### src/rtl/mdu_pkg.sv
// ---------------------------------------------------------------------------
// mdu_pkg : shared op/state encodings and width default for mul_div_unit
// Rev 1.0
// ---------------------------------------------------------------------------
`default_nettype none

package mdu_pkg;

    localparam int unsigned MDU_WIDTH = 32;

    typedef enum logic [1:0] {
        MDU_MULTU = 2'b00,
        MDU_MULT  = 2'b01,
        MDU_DIVU  = 2'b10,
        MDU_DIV   = 2'b11
    } mdu_op_e;

    typedef enum logic [1:0] {
        ST_IDLE = 2'b00,
        ST_CALC = 2'b01,
        ST_FIX  = 2'b10
    } mdu_state_e;

    function automatic logic mdu_is_div(input mdu_op_e op);
        return op[1];
    endfunction

    function automatic logic mdu_is_signed(input mdu_op_e op);
        return op[0];
    endfunction

endpackage

`default_nettype wire

### src/rtl/mul_div_unit_if.sv
// ---------------------------------------------------------------------------
// mul_div_unit_if : command, MTHI/MTLO and result bundle of the mul/div unit
// Rev 1.0
// ---------------------------------------------------------------------------
`default_nettype none

interface mul_div_unit_if #(
    parameter int unsigned WIDTH = mdu_pkg::MDU_WIDTH
);
    logic             start;
    logic [1:0]       op;
    logic [WIDTH-1:0] src_a;
    logic [WIDTH-1:0] src_b;
    logic             hi_we;
    logic             lo_we;
    logic [WIDTH-1:0] wdata;
    logic             busy;
    logic             done;
    logic [WIDTH-1:0] hi;
    logic [WIDTH-1:0] lo;

    modport master (
        output start, op, src_a, src_b, hi_we, lo_we, wdata,
        input  busy, done, hi, lo
    );

    modport slave (
        input  start, op, src_a, src_b, hi_we, lo_we, wdata,
        output busy, done, hi, lo
    );
endinterface

`default_nettype wire

### src/rtl/mdu_step.sv
// ---------------------------------------------------------------------------
// mdu_step : one radix-2 iteration (shift-add multiply / restoring divide)
// Rev 1.0
// ---------------------------------------------------------------------------
`default_nettype none

module mdu_step #(
    parameter int unsigned WIDTH = 32
) (
    input  wire logic               is_div_i,
    input  wire logic [2*WIDTH-1:0] acc_i,
    input  wire logic [WIDTH-1:0]   operand_i,
    output logic      [2*WIDTH-1:0] acc_o
);
    logic [WIDTH:0]   mul_sum;
    logic [WIDTH:0]   div_shift;
    logic [WIDTH:0]   div_diff;
    logic             div_ge;

    // Multiply: acc = {partial product, remaining multiplier bits}, shifts right.
    // Divide:   acc = {partial remainder, dividend/quotient bits}, shifts left.
    always_comb begin
        mul_sum   = {1'b0, acc_i[2*WIDTH-1:WIDTH]}
                  + (acc_i[0] ? {1'b0, operand_i} : '0);
        div_shift = {acc_i[2*WIDTH-1:WIDTH], acc_i[WIDTH-1]};
        div_ge    = (div_shift >= {1'b0, operand_i});
        div_diff  = div_shift - {1'b0, operand_i};
        if (is_div_i) begin
            acc_o = div_ge ? {div_diff[WIDTH-1:0], acc_i[WIDTH-2:0], 1'b1}
                           : {div_shift[WIDTH-1:0], acc_i[WIDTH-2:0], 1'b0};
        end else begin
            acc_o = {mul_sum, acc_i[WIDTH-1:1]};
        end
    end

endmodule

`default_nettype wire

### src/rtl/mul_div_unit.sv
// ---------------------------------------------------------------------------
// mul_div_unit : iterative MULT/MULTU/DIV/DIVU with private HI/LO registers
// Rev 1.0
// ---------------------------------------------------------------------------
`default_nettype none

module mul_div_unit
    import mdu_pkg::*;
#(
    parameter int unsigned WIDTH = MDU_WIDTH
) (
    input  wire logic      clk,
    input  wire logic      rst_n,
    mul_div_unit_if.slave  bus
);
    localparam int unsigned CW = (WIDTH > 1) ? $clog2(WIDTH) : 1;

    mdu_state_e         state_q;
    mdu_op_e            op_q;
    logic               neg_a_q;
    logic               neg_b_q;
    logic [WIDTH-1:0]   opnd_q;
    logic [2*WIDTH-1:0] acc_q;
    logic [CW-1:0]      cnt_q;
    logic               busy_q;
    logic               done_q;
    logic [WIDTH-1:0]   hi_q;
    logic [WIDTH-1:0]   lo_q;

    logic [2*WIDTH-1:0] step_acc;
    mdu_op_e            op_in;
    logic               in_signed;
    logic               in_neg_a;
    logic               in_neg_b;
    logic [WIDTH-1:0]   mag_a;
    logic [WIDTH-1:0]   mag_b;
    logic [2*WIDTH-1:0] prod_fix;
    logic [WIDTH-1:0]   quot_fix;
    logic [WIDTH-1:0]   rem_fix;
    logic [WIDTH-1:0]   res_hi;
    logic [WIDTH-1:0]   res_lo;

    mdu_step #(.WIDTH(WIDTH)) u_step (
        .is_div_i  (mdu_is_div(op_q)),
        .acc_i     (acc_q),
        .operand_i (opnd_q),
        .acc_o     (step_acc)
    );

    always_comb begin
        op_in     = mdu_op_e'(bus.op);
        in_signed = mdu_is_signed(op_in);
        in_neg_a  = in_signed & bus.src_a[WIDTH-1];
        in_neg_b  = in_signed & bus.src_b[WIDTH-1];
        mag_a     = in_neg_a ? -bus.src_a : bus.src_a;
        mag_b     = in_neg_b ? -bus.src_b : bus.src_b;
    end

    // Sign flags are only ever set for signed ops, so no op check is needed here.
    always_comb begin
        prod_fix = (neg_a_q ^ neg_b_q) ? -acc_q : acc_q;
        quot_fix = (neg_a_q ^ neg_b_q) ? -acc_q[WIDTH-1:0] : acc_q[WIDTH-1:0];
        rem_fix  = neg_a_q ? -acc_q[2*WIDTH-1:WIDTH] : acc_q[2*WIDTH-1:WIDTH];
        res_hi   = prod_fix[2*WIDTH-1:WIDTH];
        res_lo   = prod_fix[WIDTH-1:0];
        if (mdu_is_div(op_q)) begin
            // A zero divisor leaves the dividend as remainder, so hi already holds src_a.
            res_hi = rem_fix;
            res_lo = (opnd_q == '0) ? '1 : quot_fix;
        end
    end

    always_ff @(posedge clk or negedge rst_n) begin
        if (!rst_n) begin
            state_q <= ST_IDLE;
            op_q    <= MDU_MULTU;
            neg_a_q <= 1'b0;
            neg_b_q <= 1'b0;
            opnd_q  <= '0;
            acc_q   <= '0;
            cnt_q   <= '0;
            busy_q  <= 1'b0;
            done_q  <= 1'b0;
            hi_q    <= '0;
            lo_q    <= '0;
        end else begin
            done_q <= 1'b0;
            case (state_q)
                ST_IDLE: begin
                    if (bus.start) begin
                        op_q    <= op_in;
                        neg_a_q <= in_neg_a;
                        neg_b_q <= in_neg_b;
                        opnd_q  <= mdu_is_div(op_in) ? mag_b : mag_a;
                        acc_q   <= mdu_is_div(op_in) ? {{WIDTH{1'b0}}, mag_a}
                                                     : {{WIDTH{1'b0}}, mag_b};
                        cnt_q   <= '0;
                        busy_q  <= 1'b1;
                        state_q <= ST_CALC;
                    end else begin
                        if (bus.hi_we) hi_q <= bus.wdata;
                        if (bus.lo_we) lo_q <= bus.wdata;
                    end
                end
                ST_CALC: begin
                    acc_q <= step_acc;
                    if (cnt_q == CW'(WIDTH - 1)) begin
                        cnt_q   <= '0;
                        state_q <= ST_FIX;
                    end else begin
                        cnt_q <= cnt_q + 1'b1;
                    end
                end
                ST_FIX: begin
                    hi_q    <= res_hi;
                    lo_q    <= res_lo;
                    done_q  <= 1'b1;
                    busy_q  <= 1'b0;
                    state_q <= ST_IDLE;
                end
                default: state_q <= ST_IDLE;
            endcase
        end
    end

    assign bus.busy = busy_q;
    assign bus.done = done_q;
    assign bus.hi   = hi_q;
    assign bus.lo   = lo_q;

endmodule

`default_nettype wire
### src/flat_wrapper.sv
// flat-port wrapper written by rule: the top's interface ports become plain ports
module mul_div_unit_flat import mdu_pkg::*;
#(
    parameter int unsigned WIDTH = MDU_WIDTH
)
  (clk, rst_n, bus_start, bus_op, bus_src_a, bus_src_b, bus_hi_we, bus_lo_we, bus_wdata, bus_busy, bus_done, bus_hi, bus_lo);
  mul_div_unit_if #(.WIDTH(WIDTH)) bus_i ();
  input  wire logic clk;
  input  wire logic rst_n;
  input wire logic [$bits(bus_i.start)-1:0] bus_start;
  input wire logic [$bits(bus_i.op)-1:0] bus_op;
  input wire logic [$bits(bus_i.src_a)-1:0] bus_src_a;
  input wire logic [$bits(bus_i.src_b)-1:0] bus_src_b;
  input wire logic [$bits(bus_i.hi_we)-1:0] bus_hi_we;
  input wire logic [$bits(bus_i.lo_we)-1:0] bus_lo_we;
  input wire logic [$bits(bus_i.wdata)-1:0] bus_wdata;
  output wire logic [$bits(bus_i.busy)-1:0] bus_busy;
  output wire logic [$bits(bus_i.done)-1:0] bus_done;
  output wire logic [$bits(bus_i.hi)-1:0] bus_hi;
  output wire logic [$bits(bus_i.lo)-1:0] bus_lo;
  assign bus_i.start = bus_start;
  assign bus_i.op = bus_op;
  assign bus_i.src_a = bus_src_a;
  assign bus_i.src_b = bus_src_b;
  assign bus_i.hi_we = bus_hi_we;
  assign bus_i.lo_we = bus_lo_we;
  assign bus_i.wdata = bus_wdata;
  assign bus_busy = bus_i.busy;
  assign bus_done = bus_i.done;
  assign bus_hi = bus_i.hi;
  assign bus_lo = bus_i.lo;
  mul_div_unit #(.WIDTH(WIDTH)) u_core (.clk(clk), .rst_n(rst_n), .bus(bus_i));
endmodule
### config.mk
export PLATFORM = sky130hd
export DESIGN_NAME = mul_div_unit_flat
export DESIGN_NICKNAME = d
export VERILOG_FILES = /design/src/rtl/mdu_pkg.sv /design/src/rtl/mul_div_unit_if.sv /design/src/rtl/mdu_step.sv /design/src/rtl/mul_div_unit.sv /design/src/flat_wrapper.sv
export SDC_FILE = /design/constraint.sdc
export NUM_CORES = 1
export LEC_CHECK = 0
export ABC_AREA = 1
export CORE_UTILIZATION = 45
export CTS_CLUSTER_SIZE = 14
export DETAILED_ROUTE_END_ITERATION = 10
export PLACE_DENSITY = 0.73
export RECOVER_POWER = 50
export SLEW_MARGIN = 20
export SYNTH_ARGS = -nofsm -noshare
export SYNTH_HDL_FRONTEND = slang
export SYNTH_HIERARCHICAL = 1
export SYNTH_SLANG_ARGS = --single-unit
### constraint.sdc
create_clock -name clk -period 3.4 [get_ports clk]
set_input_delay 0.68 -clock clk [delete_from_list [all_inputs] [get_ports clk]]
set_output_delay 0.68 -clock clk [all_outputs]
set_load 0.03 [all_outputs]
Word-level counts from Yosys, hierarchy flattened

Index checks and enable logic that the tools add are counted.

$add $sub $neg: 8
Magnitude comparators: 1
Equality and inequality tests: 8
Mux-type cells: 30
Bitwise gates (word level): 3
Reductions and logical operators: 10

Operators with widths:

| cell                  | number |
|---|---|
| $mux W32              | 14 |
| $mux W64              | 4 |
| $neg A32 Y32          | 4 |
| $pmux W32 S2          | 2 |
| $pmux W64 S2          | 1 |
| $neg A64 Y64          | 1 |
| $add A32 B32 Y33      | 1 |
| $ge A33 B32 Y1        | 1 |
| $logic_not A32 Y1     | 1 |
| $sub A32 B32 Y32      | 1 |
| $mux W5               | 2 |
| $pmux W5 S2           | 1 |
| $ne A2 B2 Y1 const B  | 4 |
| $reduce_and A2 Y1     | 4 |
| $reduce_and A3 Y1     | 2 |
| $add A5 B1 Y5 const B | 1 |
| $eq A5 B5 Y1 const B  | 1 |
| $mux W2               | 2 |
| $pmux W2 S2           | 1 |
| $reduce_bool A2 Y1    | 2 |
| $and A1 B1 Y1         | 2 |
| $eq A2 B1 Y1 const B  | 1 |
| $eq A2 B2 Y1 const B  | 1 |
| $logic_not A2 Y1      | 1 |
| 4 further kinds       | 5 |

Flip-flop bits (word level): 173
Input port bits: 103
Logic and storage cells: 71

Depth between registers and ports, before layout

Word-level depth: 5
Depth in mapped cells: 19
Depth with buffers taken out: 18

By module

The synthesis kept the hierarchy.

Modules (own cells, without submodules):

| module       | instances | cells each | area each (um^2) | seq. area each (um^2) |
|---|---|---|---|---|
| mul_div_unit | 1         | 1957       | 12286.8          | 4304.1 |
| mdu_step     | 1         | 1279       | 6149.6           | 0.0 |

Worst setup path after synthesis

Ideal clock, no wire load.

Path type: reg2reg
Start: register u_core.acc_q[0]
End: register u_core.acc_q[39]
Arrival time: 2.411 ns
Required time: 3.270 ns
Setup slack: 0.859 ns
Cell stages (with the launch flop): 17
Path buffers: 2
Clock period less this slack: 2.541 ns
Cells stage by stage: dfrtp_1 clkbuf_1 clkbuf_1 nand2_1 inv_1 ha_1 fa_1 nand2_1 nand2_1 and2_1 a21oi_1 inv_1 or2_2 nand3_1 nand2_1 nand2_1 o21ai_0

Cells in the longest elaborated chain, start to end: 4

RTL lines:

| element                       | line                | source |
|---|---|---|
| from (decl)                   | mul_div_unit.sv:23  | `logic [2*WIDTH-1:0] acc_q;` |
| from (signal assigned)        | mul_div_unit.sv:95  | `acc_q <= mdu_is_div(op_in) ? {{WIDTH{1'b0}}, mag_a}` |
| from (signal assigned)        | mul_div_unit.sv:106 | `acc_q <= step_acc;` |
| $mux W32                      | mdu_step.sv:24      | `+ (acc_i[0] ? {1'b0, operand_i} : '0);` |
| $add A32 B32 Y33              | mdu_step.sv:24      |  |
| $mux W64                      | mdu_step.sv:28      | `if (is_div_i) begin` |
| named net u_core.step_acc[39] | mul_div_unit.sv:30  | `logic [2*WIDTH-1:0] step_acc;` |
| $pmux W64 S2                  | mul_div_unit.sv:88  | `case (state_q)` |

The timed path passes the listed nets, and every way through them passes these cells.
A chain may end at the register's enable or synchronous reset.

Final worst setup path

Start: input port bus_start
End: register u_core.opnd_q[8]

Cells in the longest elaborated chain, start to end: 1

RTL lines:

| element                            | line               | source |
|---|---|---|
| from (decl)                        | flat_wrapper.sv:10 | `input wire logic [$bits(bus_i.start)-1:0] bus_start;` |
| $reduce_and A2 Y1 (no source line) | --                 |  |
| to (signal assigned)               | mul_div_unit.sv:94 | `opnd_q <= mdu_is_div(op_in) ? mag_b : mag_a;` |
| to (decl)                          | mul_div_unit.sv:22 | `logic [WIDTH-1:0] opnd_q;` |

Every way passes these cells.

==> flow_summary.toml <==
[status]
status = "finished, violations left"
violations = "max-capacitance violations, max-slew violations"

[setup_path]
crit_cells = 7
cp-start-kind = "input pin"
end_kind = "register"
critPathCapture = "u_core/opnd_q[8]$_DFFE_PN0P_"
cp_num_buf_inv = 3
critPathSlowestCell = "clkbuf_1"
critPathKind = "in2reg"
critPathArrivalTime_ns = 3.48
critical_path.top_delay_family = "buffers and inverters"
cp_cell_sequence = "clkdlybuf4s50_1 > nand2_1 > clkbuf_1 > nor2_1 > inv_1 > a21oi_1 > a221o_1"
timing.rr.end = "u_core/opnd_q[8]$_DFFE_PN0P_"
reg2reg_slack_ns = 0.39
cpPeakStageDelay_ns = 1.38
required_ns = 3.74
rr_worst_depth = 7
reg2reg_from = "u_core/state_q[1]$_DFFE_PN0P_"
critPathMaxFanout = 35
crit_start = "bus_start"

[synth]
ys_types = 52
syn_area_sq_um = 18400
ys_ff_latch = 172
synth_warnings = 6
synthArstFlopShare_pct = 100
syn_avg_cell_area_sq_um = 5.70
yosys_most_used_dff = "dfrtp_1"
synth-edff-count = 0
yosysSeqAreaShare_pct = 23.3
syn_nets = 3411
syn_inst = 3236

[global_route]
grt_pass1_wl_mm = 114
first_global_vias = 20043
grt_antenna_before_repair = 1
grt.total_usage_pct = 35.9
grt-ovfl-total = 0
grt_max_degree = 70

[placement]
hpwl_mm = 60.7
gp_congestion = 1.07
dpl_cell_area_sq_um = 21000
port_buffers = 168
pre_cts_ws_ns = 0.477

[cts]
cts_buffers = 17
htree_levels = 4
cts_tree = "built"
cts.sinks = 172
cts.repair.resized = 0
cts_buffer_depth = 2
worstSkewPairLatency_ns = 0.46
holdBufCountCts = 0
path_clk_slew_ns = 0.07
post_cts_buffers = 0
root_buffer = "clkbuf_16"

[floorplan]
ios = 169
die_w_um = 204
fp.coreArea_sq_um = 40100
initial_core_util_pct = 46.0
dieHeight_um = 204
die-area_sq_um = 41800
rows = 73

[detailed_routing]
wl_mm = 75.0
vias_per_cell = 5.62
ant_nets = 0
num_vias = 22136
drc = 0
drtIter0Drc = 2925
wire_per_inst_um = 19.0
dr.pass1.iters = 6

[sta]
fin_skew_ns = 0.0165
relSlewSlack_pct = -27.7
setup_ws_ns = 0.262
period_minus_slack_ns = 3.14
worst_pin_slew_ns = 1.92
finalSetupViolCount = 0
min_period_over_period_pct = 92.3
clock.fmax_mhz = 319
finalHoldViolCount = 0
rsz0062_at_grt = "no"
drv_slew = 106
setup_tns_ns = 0

[layout]
area_delta_synth_final_pct = 16.6
utilization_pct = 53.6
final_nets = 3575
fin_area_sq_um = 21500
drive_gt1_share_pct = 5.10
final_cell_mix = "nand2_1 (1,054), nor2_1 (437), inv_1 (397)"
layout_commonest_cell = "nand2_1"

[power]
total_power_mw = 25.2
p_leak_nw = 10.9
peakVddDrop_mv = 0.682
powerDensity_nw_per_um2 = 1170

[flow_run]
maxCapViolCount = 2

[hold_path]
hp-class = "reg2reg"
how the worst min path moves through the flow:
stage,startpoint,to,depth (start not counted)
3_5_place_dp,u_core/bus.busy$_DFFE_PN0P_,u_core/bus.busy$_DFFE_PN0P_,2
2_1_floorplan,rst_n,u_core/acc_q[0]$_DFFE_PN0P_,0
6_report,u_core/bus.lo[8]$_DFFE_PN0P_,u_core/bus.lo[8]$_DFFE_PN0P_,2
5_1_grt,u_core/bus.lo[21]$_DFFE_PN0P_,u_core/bus.lo[21]$_DFFE_PN0P_,2
4_1_cts,rst_n,u_core/bus.lo[23]$_DFFE_PN0P_,1
3_3_place_gp,u_core/bus.busy$_DFFE_PN0P_,u_core/bus.busy$_DFFE_PN0P_,2
per-layer routing:
layer | up-vias | global-route usage, % | wire (um)
li1 | 10694 | - | -
met1 | 10020 | 49.6 | 31600
met2 | 1253 | 55.8 | 33100
met3 | 169 | 5.05 | 7000
met4 | 0 | 15.2 | 3330
met5 | - | 0 | 0
Yosys cell counts, types with 3 or more instances:
library cell,number,area share [%]
nand2_1,1053,21
o21ai_1,4,0.11
nand3_2,5,0.27
buf_6,6,0.37
clkbuf_1,52,1.1
o211ai_1,15,0.61
and2_1,5,0.17
dfrtp_1,172,23
nor4_1,3,0.10
or2_2,14,0.48
o21a_1,5,0.20
nor2_1,436,8.9
nand4_1,42,1.4
xor2_1,25,1.2
nor2_4,4,0.24
buf_4,5,0.20
buf_1,8,0.16
o21ai_2,5,0.24
o21bai_1,5,0.20
or2_0,5,0.17
inv_2,13,0.26
a21o_1,4,0.16
a21oi_1,196,5.3
o21ai_0,190,5.2
buf_2,34,0.92
nand3_1,328,8.9
o221ai_1,7,0.33
nor3_1,17,0.46
nand3b_1,37,1.5
xnor2_1,25,1.2
nand2_2,6,0.20
a22oi_1,8,0.33
nor2_2,12,0.41
inv_1,396,8.1
ha_1,70,4.8
logic make-up (layout without fill, tap and decap cells):
kind of cell | Yosys count | count (layout) | share of synthesized area, %
adders and majority gates | 72 | 72 | 4.97
xor gates and xnor gates | 50 | 50 | 2.38
other | 0 | 1 | 0
AOI/OAI and AO/OA | 453 | 453 | 13.3
DFF | 172 | 172 | 23.3
and+or+nand+nor | 1972 | 1972 | 44.9
buffers and inverters | 517 | 694 | 11.1
cell type report:
cell class	instances	area, sq um
antenna	1	2.50
clock inverter	14	156
fill	4238	18600
clock buffer	18	439
inverter	412	1550
timing repair buffer	250	2300
tap	525	657
sequential	172	4310
multi-input combinational	2547	12100
sequential cells by signal (all words and copies together) (netlist names):
name / flops
u_core/op_q: 1
u_core/bus.hi: 32
u_core/neg_a_q: 1
u_core/opnd_q: 32
u_core/bus.done: 1
u_core/cnt_q: 5
u_core/bus.busy: 1
u_core/state_q: 2
u_core/bus.lo: 32
u_core/acc_q: 64
u_core/neg_b_q: 1
where the power goes:
part	total [mW]	internal [mW]	switching, mW
Sequential	4.45	3.12	1.33
Clock	2.08	1.12	0.960
Combinational	18.7	6.35	12.4
Total	25.2	10.6	14.6
worst reg2reg max path: stages (launching register included):
cell	delay, ns
dfrtp_1	0.48
nor2_1	0.08
nand2_1	0.10
clkbuf_1	1.38
nor2_1	0.15
inv_1	0.33
a21oi_1	0.09
a221o_1	0.28
metrics by stage:
stage | instances | hold WS (ns)
after floorplan | 3236 | 0.384
after global placement | 3906 | 0.457
after detailed placement | 3906 | 0.466
after CTS | 3938 | 0.246
after global routing | 3938 | 0.524
final | 3939 | 0.480
(Power assumes the default switching activity.)
